### src/rtl/vending_dispense_ctrl.sv
// Keypad-driven multi-slot spiral dispenser: debounced slot/quantity entry,
// one relay per slot, rotation counting on a sensor pair and jam timeout.
module vending_dispense_ctrl #(
    parameter int NUM_CH     = 4,
    parameter int MAX_QTY    = 9,
    parameter int DEBOUNCE   = 15,
    parameter int SENSOR_CYC = 15,
    parameter int TIMEOUT    = 5000000
) (
    input  logic              clock,
    input  logic              reset,
    input  logic [2:0]        coluna,
    input  logic [3:0]        linha,
    input  logic              sensor1,
    input  logic              sensor2,
    output logic [NUM_CH-1:0] rele,
    output logic              busy,
    output logic              fault,
    output logic              done,
    output logic [3:0]        slot_sel,
    output logic [3:0]        qty_left
);
    localparam int DW = $clog2(DEBOUNCE + 1);
    localparam int SW = $clog2(SENSOR_CYC + 1);
    localparam int TW = $clog2(TIMEOUT + 1);
    localparam logic [DW-1:0] DB_MAX  = DW'(DEBOUNCE);
    localparam logic [SW-1:0] S_MAX   = SW'(SENSOR_CYC);
    localparam logic [TW-1:0] T_MAX   = TW'(TIMEOUT);
    localparam logic [3:0]    CH_MAX  = 4'(NUM_CH);
    localparam logic [3:0]    QTY_MAX = 4'(MAX_QTY);
    localparam logic [3:0]    KEY_STAR = 4'd10;
    localparam logic [3:0]    KEY_HASH = 4'd11;

    typedef enum logic [2:0] {
        S_IDLE, S_GOT_SLOT, S_GOT_QTY, S_DISPENSE, S_FAULT
    } state_t;

    state_t            state, state_nxt;
    logic [6:0]        sample, last;
    logic              sample_ok, armed, key_evt;
    logic [DW-1:0]     db_cnt;
    logic [1:0]        row_idx, col_idx;
    logic [3:0]        key_code;
    logic              both, rot_hit;
    logic [SW-1:0]     s_cnt;
    logic [TW-1:0]     t_cnt, t_nxt;
    logic [3:0]        slot_q, slot_nxt, qty_q, qty_nxt;
    logic              done_q, done_nxt;
    logic [NUM_CH-1:0] rele_q, rele_nxt;
    logic              is_star, is_hash, is_digit;

    function automatic logic onehot4(input logic [3:0] v);
        return (v != 4'd0) && ((v & (v - 4'd1)) == 4'd0);
    endfunction

    assign sample    = {coluna, linha};
    assign sample_ok = onehot4({1'b0, coluna}) && onehot4(linha);
    // Event fires on the edge where the run of identical samples reaches DEBOUNCE
    assign key_evt   = sample_ok && (sample == last) && armed && (db_cnt == DB_MAX - DW'(1));

    always_comb begin
        row_idx = 2'd3;
        if (linha[3])      row_idx = 2'd0;
        else if (linha[2]) row_idx = 2'd1;
        else if (linha[1]) row_idx = 2'd2;
        col_idx = 2'd2;
        if (coluna[2])      col_idx = 2'd0;
        else if (coluna[1]) col_idx = 2'd1;
        if (row_idx != 2'd3)      key_code = {2'b00, row_idx} * 4'd3 + {2'b00, col_idx} + 4'd1;
        else if (col_idx == 2'd0) key_code = KEY_STAR;
        else if (col_idx == 2'd1) key_code = 4'd0;
        else                      key_code = KEY_HASH;
    end

    // A new press is only accepted after at least one no-key sample
    always_ff @(posedge clock) begin
        if (reset) begin
            last   <= '0;
            db_cnt <= '0;
            armed  <= 1'b1;
        end else begin
            last <= sample;
            if (!sample_ok) begin
                db_cnt <= '0;
                armed  <= 1'b1;
            end else if (sample != last) begin
                db_cnt <= '0;
            end else if (db_cnt != DB_MAX) begin
                db_cnt <= db_cnt + DW'(1);
            end
            if (key_evt) armed <= 1'b0;
        end
    end

    assign both    = sensor1 & sensor2;
    assign rot_hit = both && (s_cnt == S_MAX - SW'(1));

    always_ff @(posedge clock) begin
        if (reset)                s_cnt <= '0;
        else if (!both)           s_cnt <= '0;
        else if (s_cnt != S_MAX)  s_cnt <= s_cnt + SW'(1);
    end

    assign is_star  = key_evt && (key_code == KEY_STAR);
    assign is_hash  = key_evt && (key_code == KEY_HASH);
    assign is_digit = key_evt && (key_code <= 4'd9);

    always_ff @(posedge clock) begin
        if (reset) begin
            state  <= S_IDLE;
            slot_q <= '0;
            qty_q  <= '0;
            t_cnt  <= '0;
            done_q <= 1'b0;
            rele_q <= '0;
        end else begin
            state  <= state_nxt;
            slot_q <= slot_nxt;
            qty_q  <= qty_nxt;
            t_cnt  <= t_nxt;
            done_q <= done_nxt;
            rele_q <= rele_nxt;
        end
    end

    always_comb begin
        state_nxt = state;
        slot_nxt  = slot_q;
        qty_nxt   = qty_q;
        t_nxt     = t_cnt;
        done_nxt  = 1'b0;
        case (state)
            S_IDLE: begin
                if (is_digit && key_code != 4'd0 && key_code <= CH_MAX) begin
                    slot_nxt  = key_code;
                    state_nxt = S_GOT_SLOT;
                end
            end
            S_GOT_SLOT: begin
                if (is_star) begin
                    slot_nxt  = '0;
                    state_nxt = S_IDLE;
                end else if (is_digit && key_code != 4'd0 && key_code <= QTY_MAX) begin
                    qty_nxt   = key_code;
                    state_nxt = S_GOT_QTY;
                end
            end
            S_GOT_QTY: begin
                if (is_hash) begin
                    t_nxt     = '0;
                    state_nxt = S_DISPENSE;
                end else if (is_star) begin
                    slot_nxt  = '0;
                    qty_nxt   = '0;
                    state_nxt = S_IDLE;
                end
            end
            S_DISPENSE: begin
                // Abort beats rotation, rotation beats timeout
                if (is_star) begin
                    slot_nxt  = '0;
                    qty_nxt   = '0;
                    state_nxt = S_IDLE;
                end else if (rot_hit) begin
                    t_nxt   = '0;
                    qty_nxt = qty_q - 4'd1;
                    if (qty_q == 4'd1) begin
                        slot_nxt  = '0;
                        done_nxt  = 1'b1;
                        state_nxt = S_IDLE;
                    end
                end else if (t_cnt == T_MAX - TW'(1)) begin
                    t_nxt     = T_MAX;
                    state_nxt = S_FAULT;
                end else begin
                    t_nxt = t_cnt + TW'(1);
                end
            end
            S_FAULT: begin
                if (is_star) begin
                    slot_nxt  = '0;
                    qty_nxt   = '0;
                    state_nxt = S_IDLE;
                end
            end
            default: state_nxt = S_IDLE;
        endcase
        for (int k = 0; k < NUM_CH; k++)
            rele_nxt[k] = (state_nxt == S_DISPENSE) && (slot_nxt == 4'(k + 1));
    end

    always_comb begin
        busy     = (state == S_DISPENSE);
        fault    = (state == S_FAULT);
        rele     = rele_q;
        done     = done_q;
        slot_sel = slot_q;
        qty_left = qty_q;
    end
endmodule

### config.mk
export PLATFORM = sky130hd
export DESIGN_NAME = vending_dispense_ctrl
export DESIGN_NICKNAME = d
export VERILOG_FILES = /design/src/rtl/vending_dispense_ctrl.sv
export SDC_FILE = /design/constraint.sdc
export NUM_CORES = 1
export LEC_CHECK = 0
export BUFFER_PORTS_ARGS = -buffer_cell sky130_fd_sc_hd__clkbuf_2
export CELL_PAD_IN_SITES_DETAIL_PLACEMENT = 1
export CELL_PAD_IN_SITES_GLOBAL_PLACEMENT = 2
export CORE_MARGIN = 4
export CORE_UTILIZATION = 29
export DETAILED_ROUTE_END_ITERATION = 8
export GPL_ROUTABILITY_DRIVEN = 1
export GPL_TIMING_DRIVEN = 0
export HOLD_SLACK_MARGIN = 0.03
export PLACE_DENSITY = 0.69
export SLEW_MARGIN = 20
export SYNTH_ARGS = -nofsm -noshare
export SYNTH_HDL_FRONTEND = slang
export SYNTH_SLANG_ARGS = --single-unit
### constraint.sdc
create_clock -name clock -period 4.84 [get_ports clock]
set_input_delay 0.968 -clock clock [delete_from_list [all_inputs] [get_ports clock]]
set_output_delay 0.968 -clock clock [all_outputs]
set_load 0.01 [all_outputs]
==> results_dict.tcl, run 1 <==
set metrics [dict create \
    initial_core_util 0.297 \
    syn_inst 398 \
    worst_r2r_startpoint "t_cnt[20]" \
    coreArea_um2 10800 \
    clock-skew-final_ns 0.0108 \
    max_freq_mhz 221 \
    final-setup-viol-count 0 \
    place.detailed.hpwl_um 7100 \
    std_cell_rows 38 \
    sequentialPowerShare 0.518 \
    clkSlewWorstSetupHoldPaths_ns 0.09 \
    diodes 0 \
    detailedRoute.firstIterationViolations 88 \
    globalRouteMet3Util 0.0255 \
    timing.critical_path.from "linha[2]" \
    timing_worst_slew_pin_value_ns 0.814 \
    pin_count_of_the_biggest_net_entering_global_routing 16 \
    timing_max_transition_violations_final 0 \
    ys_seq_area_frac 0.342 \
    groute.usage.overall 0.147 \
    clock_insertion_delay_worst_skew_ns 0.31 \
    fin_crit_sh 0.935 \
    dp_worst_setup_slack_ns -0.101 \
    syn_to_final_growth_pct 13.0 \
    multi_input_area_um2 2010 \
    die_outline_height_um 113 \
    rsz_0062_raised_after_global_routing "no" \
    async_reset_ff_frac 0 \
    instances_no_fill 569 \
    relSlewSlack 0.452 \
    cts_made_buffers 5 \
    post_synth_instance_area_um2 3220 \
    first_pass_grt_wire_length_um 15300 \
    syn_nets 422 \
    postRouteWirelength_um 9100 \
    synth_cell_types 60 \
    power_density_nw_per_um2 243 \
    met1_usage 0.195 \
    ff2ff_setup_slack_ns 2.02 \
    detailedRoute.firstPassIterationCount 4 \
    dp_cells 562 \
    overflow 0 \
    vias_per_cell 5.23 \
    commonest_cells_after_routing_fill_and_taps_aside "dfxtp_1 (55), nor2_1 (52), nand2_1 (33)" \
    post-route-worst-setup-slack_ns 0.314 \
    ioPinCount 26 \
    timing.hold.worst.class "register to register" \
    number_of_enable_flip_flop_cells_after_synthesis 0 \
    finalWorstPathRequiredPeriod_ns 4.53 \
    gp_congestion 0.788 \
    placement.io_buffers 24 \
    synth-seq-cells 55 \
    worst_ep_arrival_time_ns 4.78 \
    status "finished, final reports clean" \
    switching_share 0.262 \
    final-seq-area_um2 1100 \
    grt.met2_usage 0.250 \
    antenna_found_initial 0 \
    finish.net_count 453 \
    timing.rr.end "rele[3]" \
    critPathCaptureType "register" \
    residual_drc 0 \
    power.internal_uw 652 \
    tritoncts_num_sinks 55 \
    most_used_routing_layer_in_global_routing "met2" \
    first_global_vias 3009 \
    timing.final.hold_violations 0 \
    cts_max_level 2 \
    worstSetupPathType "input pin to register" \
    synth_ff_type "dfxtp_1" \
    die_x_um 113 \
    ys_warn_count 0 \
    worst_hold_path_stage_count 2 \
    avgSynthCellArea_um2 8.10 \
    power_frac_comb 0.136 \
    worst_setup_start_kind "input pin" \
    ctsRootBufferMaster "clkbuf_8" \
    cts_tree "done" \
    final.fill_count 1337 \
    path_max_fanout 5 \
    drive_above_1_share 0.126 \
    worst_r2r_path_depth 7 \
    ctsLongestPathBuffers 2 \
    route.vias.total 2977 \
    clock_power_share 0.346 \
    final_common_cell "dfxtp_1" \
    cts-hold-fix-buffers 0 \
    finalSetupTns_ns 0 \
    total_switching_power_uw 231 \
    route.detailed.wl_per_inst_um 16.0 \
    die-area_um2 12900 \
    power.static_leakage_uw 0.00132 \
    worst_setup_path_endpoint "rele[3]" \
    worstPathRequired_ns 5.09 \
    max-cap-violations 0 \
    vdd.ir_drop.worst_mv 0.123 \
    detail-route-antenna-nets 0 \
]
-- worst max-delay path, cell delays in order --
cell and delay [ns]:
clkbuf_2 0.13, inv_1 0.06, a21oi_1 0.23, inv_1 0.10, fa_1 0.53, inv_1 0.07
fa_1 0.46, xnor2_2 0.33, a22oi_1 0.16, a311oi_2 0.36, or4b_1 0.57, nor3_2 0.28
a32o_1 0.31, and4b_1 0.21
-- per-layer routing --
| layer | vias up | share of wire |
|---|---|---|
| li1 | 1493 | - |
| met1 | 1453 | 0.49 |
| met2 | 26 | 0.47 |
| met3 | 5 | 0.027 |
| met4 | 0 | 0.0076 |
| met5 | - | 0 |
-- kinds of logic (layout without fill, tap and decap cells) --
family                     count (synthesis)  after routing  synth area share
muxes                                      1              1           0.00349
AOI/OAI and AO/OA                         75             75             0.163
xor gates and xnor gates                  28             28            0.0784
buffers and inverters                     34             65            0.0427
and+or+nand+nor                          192            192             0.315
adders and majority gates                 13             13            0.0551
DFF                                       55             55             0.342
-- registers in the layout (all words and copies together) (netlist names) --
signal    cells
armed         1
slot_sel      4
s_cnt         4
qty_left      4
t_cnt        23
rele          4
db_cnt        4
state         3
done          1
last          7
-- synth_stat cells, types with 3 or more instances --
cell      number  area (µm²)
nand4_1        7        43.8
nand2b_1       5        31.3
nor3b_1        5        37.5
o211ai_1       3        22.5
or4b_2         3        30.0
or2_2          3        18.8
nand3_1       17        85.1
a211oi_1      10        75.1
dfxtp_1       55        1100
a21oi_1       14        70.1
and3_1         5        31.3
a21o_1         4        30.0
and4_1         3        26.3
o21ai_0       11        55.1
ha_1          11         138
nor2_1        52         195
xor2_1        10        87.6
clkbuf_1      10        37.5
a31oi_1        4        25.0
o22ai_1        4        25.0
a211o_1        4        35.0
nor3_1        28         140
inv_1         20        75.1
nand2_1       33         124
nor2b_1        9        56.3
nor4_1         9        56.3
xnor2_1       17         149
-- metrics by stage --
step	total power, µW	area, µm²	utilization	hold slack, ns
6_report	884	3640	0.336	0.481
5_1_grt	930	3640	0.336	0.525
4_1_cts	899	3620	0.334	0.477
3_5_place_dp	586	3520	0.324	0.463
3_3_place_gp	584	3520	0.324	0.435
2_1_floorplan	552	3220	-	0.456
-- cell type report --
| cell class | count | share of cell area |
|---|---|---|
| multi-input combinational | 309 | 0.551 |
| timing repair buffer | 24 | 0.0330 |
| sequential | 55 | 0.302 |
| tap | 140 | 0.0481 |
| inverter | 20 | 0.0206 |
| clock buffer | 6 | 0.0199 |
| buffer | 14 | 0.0172 |
| clock inverter | 1 | 0.00824 |
-- power groups by stage --
stage	sequential (µW)	combinational [µW]	clock, µW
floorplan	468	84.1	0
global placement	468	116	0
detailed placement	468	118	0
CTS	458	119	323
global route	458	133	339
finish	458	120	306
-- worst min-delay path by stage --
stage	from	end	slack (ns)
floorplan	armed	armed	0.46
global placement	slot_sel[3]	slot_sel[3]	0.43
detailed placement	slot_sel[3]	slot_sel[3]	0.46
CTS	slot_sel[3]	slot_sel[3]	0.48
global route	slot_sel[3]	slot_sel[3]	0.52
finish	slot_sel[3]	slot_sel[3]	0.48
-- repair_timing --
item | in CTS | in global routing
setup endpoints to repair | 0 | 21
setup buffers | 0 | 0
resized for setup | 0 | 4
Power figures use the tool's default switching activity.
==> run 2: changes to the inputs <==
--- a/config.mk
+++ b/config.mk
@@ -15,6 +15,7 @@
 export GPL_TIMING_DRIVEN = 0
 export HOLD_SLACK_MARGIN = 0.03
 export PLACE_DENSITY = 0.69
+export SETUP_SLACK_MARGIN = 0.5
 export SLEW_MARGIN = 20
 export SYNTH_ARGS = -nofsm -noshare
 export SYNTH_HDL_FRONTEND = slang
==> results_dict.tcl, run 2 (synthesis gave the netlist of run 1 again) <==
set metrics [dict create \
    route.vias.total 2993 \
    cts_made_buffers 5 \
    worst_ep_arrival_time_ns 4.48 \
    placement.io_buffers 24 \
    postRouteWirelength_um 9280 \
    timing_max_transition_violations_final 0 \
    power.static_leakage_uw 0.00136 \
    coreArea_um2 10800 \
    relSlewSlack 0.450 \
    register_with_the_most_flip_flops "t_cnt" \
    critPathCaptureType "register" \
    clock-skew-final_ns 0.0116 \
    overflow 0 \
    power_density_nw_per_um2 239 \
    largest_register_ff_count 23 \
    initial_core_util 0.297 \
    dp_cells 562 \
    fin_total_pwr_uw 897 \
    clock_insertion_delay_worst_skew_ns 0.31 \
    cts_max_level 2 \
    final_common_cell "dfxtp_1" \
    commonest_cells_after_routing_fill_and_taps_aside "dfxtp_1 (55), nor2_1 (51), nand2_1 (33)" \
    route.detailed.wl_per_inst_um 16.1 \
    diodes 0 \
    vdd.ir_drop.worst_mv 0.123 \
    die_x_um 113 \
    tritoncts_num_sinks 55 \
    residual_drc 0 \
    worst_hold_path_stage_count 2 \
    die_outline_height_um 113 \
    min_delay_worst_endpoint "slot_sel[3]" \
    ff2ff_setup_slack_ns 2.01 \
    worstSetupPathType "input pin to register" \
    first_global_vias 3021 \
    final.fill_count 1333 \
    final-setup-viol-count 0 \
    worst_r2r_startpoint "t_cnt[20]" \
    clkSlewWorstSetupHoldPaths_ns 0.09 \
    timing.rr.end "rele[3]" \
    detailedRoute.firstIterationViolations 76 \
    ctsLongestPathBuffers 2 \
    ctsRootBufferMaster "clkbuf_8" \
    std_cell_rows 38 \
    finalWorstPathRequiredPeriod_ns 4.26 \
    drive_above_1_share 0.166 \
    worst_setup_start_kind "input pin" \
    syn_to_final_growth_pct 16.3 \
    path_max_fanout 5 \
    ioPinCount 26 \
    max-cap-violations 0 \
    status "finished, final reports clean" \
    timing_worst_slew_pin_value_ns 0.818 \
    place.detailed.hpwl_um 7100 \
    antenna_found_initial 0 \
    worst_r2r_path_depth 7 \
    worstPathRequired_ns 5.06 \
    first_pass_grt_wire_length_um 15300 \
    pin_count_of_the_biggest_net_entering_global_routing 16 \
    rsz_0062_raised_after_global_routing "yes" \
    timing.final.hold_violations 0 \
    timing.hold.worst.class "register to register" \
    cts_tree "done" \
    groute.usage.overall 0.147 \
    largestRegisters "t_cnt: 23 flops, last: 7 flops" \
    die-area_um2 12900 \
    max_freq_mhz 235 \
    finish.net_count 459 \
    gp_congestion 0.788 \
    fin_crit_sh 0.880 \
    vias_per_cell 5.21 \
    detail-route-antenna-nets 0 \
    hold_start "slot_sel[3]" \
    detailedRoute.firstPassIterationCount 4 \
    instances_no_fill 575 \
]
run 2: through the flow:
step                       util  worst slack (ns)  hold slack [ns]  TNS, ns  cell area, µm²
after floorplan               -             0.564            0.456        0            3220
after global placement    0.324           -0.0552            0.435   -0.691            3520
after detailed placement  0.324            -0.101            0.463    -1.47            3520
after CTS                 0.339             0.501            0.477        0            3670
after global routing      0.346             0.362            0.524        0            3750
final                     0.346             0.582            0.475        0            3750
run 2: per-layer routing:
metal | up-vias | share of wire | track usage
met2 | 23 | 0.48 | 0.252
met4 | 0 | 0.0074 | 0.0313
met1 | 1467 | 0.49 | 0.194
li1 | 1498 | - | -
met5 | - | 0 | 0
met3 | 5 | 0.021 | 0.0255
run 2: power by group:
group | switching [µW] | internal, µW | leakage (µW)
logic | 81.2 | 51.9 | 0.000866
registers | 1.92 | 456 | 0.000445
clock network | 154 | 152 | 0.0000513
run 2: worst max-delay path: stages:
cell and delay [ns]:
clkbuf_2 0.14, inv_1 0.08, a21oi_2 0.20, inv_1 0.09, fa_1 0.53, inv_1 0.07
fa_2 0.39, xnor2_2 0.24, a22oi_1 0.13, a311oi_2 0.31, or4b_4 0.55, nor3_2 0.28
a221oi_2 0.13, buf_4 0.19, nor4b_2 0.20
run 2: cell type report:
cell class                      count  area [µm²]  area share
Multi-Input combinational cell    309        2060       0.551
Sequential cell                    55        1100       0.294
Tap cell                          140         175      0.0467
Timing Repair Buffer               30         165      0.0441
Inverter                           20        75.1      0.0200
Clock buffer                        6        72.6      0.0194
Buffer                             14        63.8      0.0170
Clock inverter                      1        30.0     0.00801
run 2: worst max path at each step:
stage / from / slack [ns] / end
final: linha[2] / 0.58 / rele[0]
after global routing: linha[2] / 0.36 / rele[1]
after CTS: linha[2] / 0.50 / rele[1]
after detailed placement: linha[2] / -0.10 / t_cnt[16]
after global placement: linha[2] / -0.06 / t_cnt[4]
after floorplan: coluna[2] / 0.56 / rele[3]
run 2: repair_timing:
item,4_1_cts,5_1_grt
resized for setup,7,12
buffers inserted,2,4
hold buffers,0,0
pin swaps,2,8
endpoints found under the setup margin,32,33
==> run 3: changes to the inputs <==
--- a/config.mk
+++ b/config.mk
@@ -8,6 +8,7 @@
 export BUFFER_PORTS_ARGS = -buffer_cell sky130_fd_sc_hd__clkbuf_2
 export CELL_PAD_IN_SITES_DETAIL_PLACEMENT = 1
 export CELL_PAD_IN_SITES_GLOBAL_PLACEMENT = 2
+export CORE_ASPECT_RATIO = 0.8
 export CORE_MARGIN = 4
 export CORE_UTILIZATION = 29
 export DETAILED_ROUTE_END_ITERATION = 8
==> results_dict.tcl, run 3 (synthesis gave the netlist of run 1 again) <==
set metrics [dict create \
    die_x_um 126 \
    worst_ep_arrival_time_ns 4.41 \
    gp_congestion 0.801 \
    path_max_fanout 6 \
    timing_worst_slew_pin_value_ns 0.821 \
    groute.usage.overall 0.147 \
    register_with_the_most_flip_flops "t_cnt" \
    vias_per_cell 5.20 \
    detail-route-antenna-nets 0 \
    residual_drc 0 \
    worstPathRequired_ns 5.08 \
    timing.rr.end "rele[1]" \
    rsz_0062_raised_after_global_routing "yes" \
    worstSetupPathType "input pin to register" \
    timing.final.hold_violations 0 \
    finish.net_count 456 \
    antenna_found_initial 0 \
    largest_register_ff_count 23 \
    syn_to_final_growth_pct 17.6 \
    status "finished, final reports clean" \
    overflow 0 \
    tritoncts_num_sinks 55 \
    timing_max_transition_violations_final 0 \
    cts-hold-fix-buffers 0 \
    power.static_leakage_uw 0.00138 \
    cts_made_buffers 5 \
    ff2ff_setup_slack_ns 2.07 \
    die-area_um2 12900 \
    final-seq-area_um2 1100 \
    first_global_vias 2971 \
    clock-skew-final_ns 0.00615 \
    die_outline_height_um 102 \
    timing.hold.worst.class "register to register" \
    final_common_cell "dfxtp_1" \
    cts_tree "done" \
    instances_no_fill 577 \
    multi_input_area_um2 2070 \
    largestRegisters "t_cnt: 23 flops, last: 7 flops" \
    first_pass_grt_wire_length_um 15500 \
    dp_cells 566 \
    worst_hold_path_stage_count 2 \
    detailedRoute.firstPassIterationCount 4 \
    clkSlewWorstSetupHoldPaths_ns 0.07 \
    ioPinCount 26 \
    cts_max_level 2 \
    commonest_cells_after_routing_fill_and_taps_aside "dfxtp_1 (55), nor2_1 (51), nand2_1 (33)" \
    whs_ns 0.483 \
    ctsRootBufferMaster "clkbuf_16" \
    vdd.ir_drop.worst_mv 0.121 \
    power_density_nw_per_um2 257 \
    final.fill_count 1349 \
    dp_worst_setup_slack_ns -0.172 \
    final-setup-viol-count 0 \
    worst_r2r_startpoint "db_cnt[1]" \
    max_freq_mhz 240 \
    drive_above_1_share 0.162 \
    max-cap-violations 0 \
    placement.io_buffers 24 \
    initial_core_util 0.297 \
    place.detailed.hpwl_um 6960 \
    coreArea_um2 10800 \
    worst_setup_start_kind "input pin" \
    route.vias.total 3002 \
    ctsLongestPathBuffers 2 \
    std_cell_rows 34 \
    finalWorstPathRequiredPeriod_ns 4.17 \
    clock_insertion_delay_worst_skew_ns 0.29 \
    fin_total_pwr_uw 973 \
    pin_count_of_the_biggest_net_entering_global_routing 16 \
    detailedRoute.firstIterationViolations 133 \
    post-route-worst-setup-slack_ns 0.669 \
    diodes 0 \
    min_delay_worst_endpoint "slot_sel[3]" \
    worst_r2r_path_depth 9 \
    hold_start "slot_sel[3]" \
    postRouteWirelength_um 9170 \
    relSlewSlack 0.447 \
    fin_crit_sh 0.862 \
    critPathCaptureType "register" \
    route.detailed.wl_per_inst_um 15.9 \
]
## run 3: final cells by class
cell class,instances,share of cell area
Multi-Input combinational cell,309,0.545
Sequential cell,55,0.291
Tap cell,144,0.0476
Clock buffer,8,0.0413
Timing Repair Buffer,27,0.0377
Inverter,20,0.0198
Buffer,14,0.0175
## run 3: worst max-delay path, stage by stage
cell,delay (ns)
clkbuf_2,0.14
inv_1,0.08
a21oi_2,0.19
inv_1,0.09
fa_1,0.51
inv_1,0.07
fa_2,0.59
nor2_1,0.09
a311oi_2,0.34
or4b_4,0.56
nor3_4,0.31
a32o_2,0.28
and4b_1,0.20
## run 3: where the power goes
part           internal [µW]  switching, µW  leakage [µW]
clock network            221            168     0.0000772
registers                456           2.00      0.000445
logic                   48.9           77.6      0.000857
total                    726            247       0.00138
## run 3: metal layers
metal  vias up  share of wire  global-route usage  wire length (µm)
met4         0         0.0081              0.0322                74
met2        38           0.41               0.217              3760
li1       1506              -                   -                 -
met1      1451           0.55               0.224              5080
met3         7          0.027              0.0246               249
met5         -              0                   0                 0
## run 3: what timing repair did
item | in CTS | in global routing
setup buffers | 1 | 2
endpoints found under the setup margin | 32 | 33
resized for setup | 10 | 12
pin swaps | 1 | 7
## run 3: stage by stage
step	TNS [ns]	instance area, µm²	utilization
finish	0	3790	0.349
global route	0	3790	0.349
CTS	0	3740	0.345
detailed placement	-2.58	3520	0.325
global placement	-1.47	3520	0.325
floorplan	0	3220	-
## run 3: how the worst max path moves through the flow
stage | cells after the start | from | end
after global placement | 15 | linha[2] | t_cnt[4]
after CTS | 13 | linha[3] | rele[3]
after global routing | 14 | linha[2] | rele[1]
final | 13 | linha[2] | rele[3]
after floorplan | 13 | coluna[2] | rele[3]
after detailed placement | 15 | linha[2] | t_cnt[12]
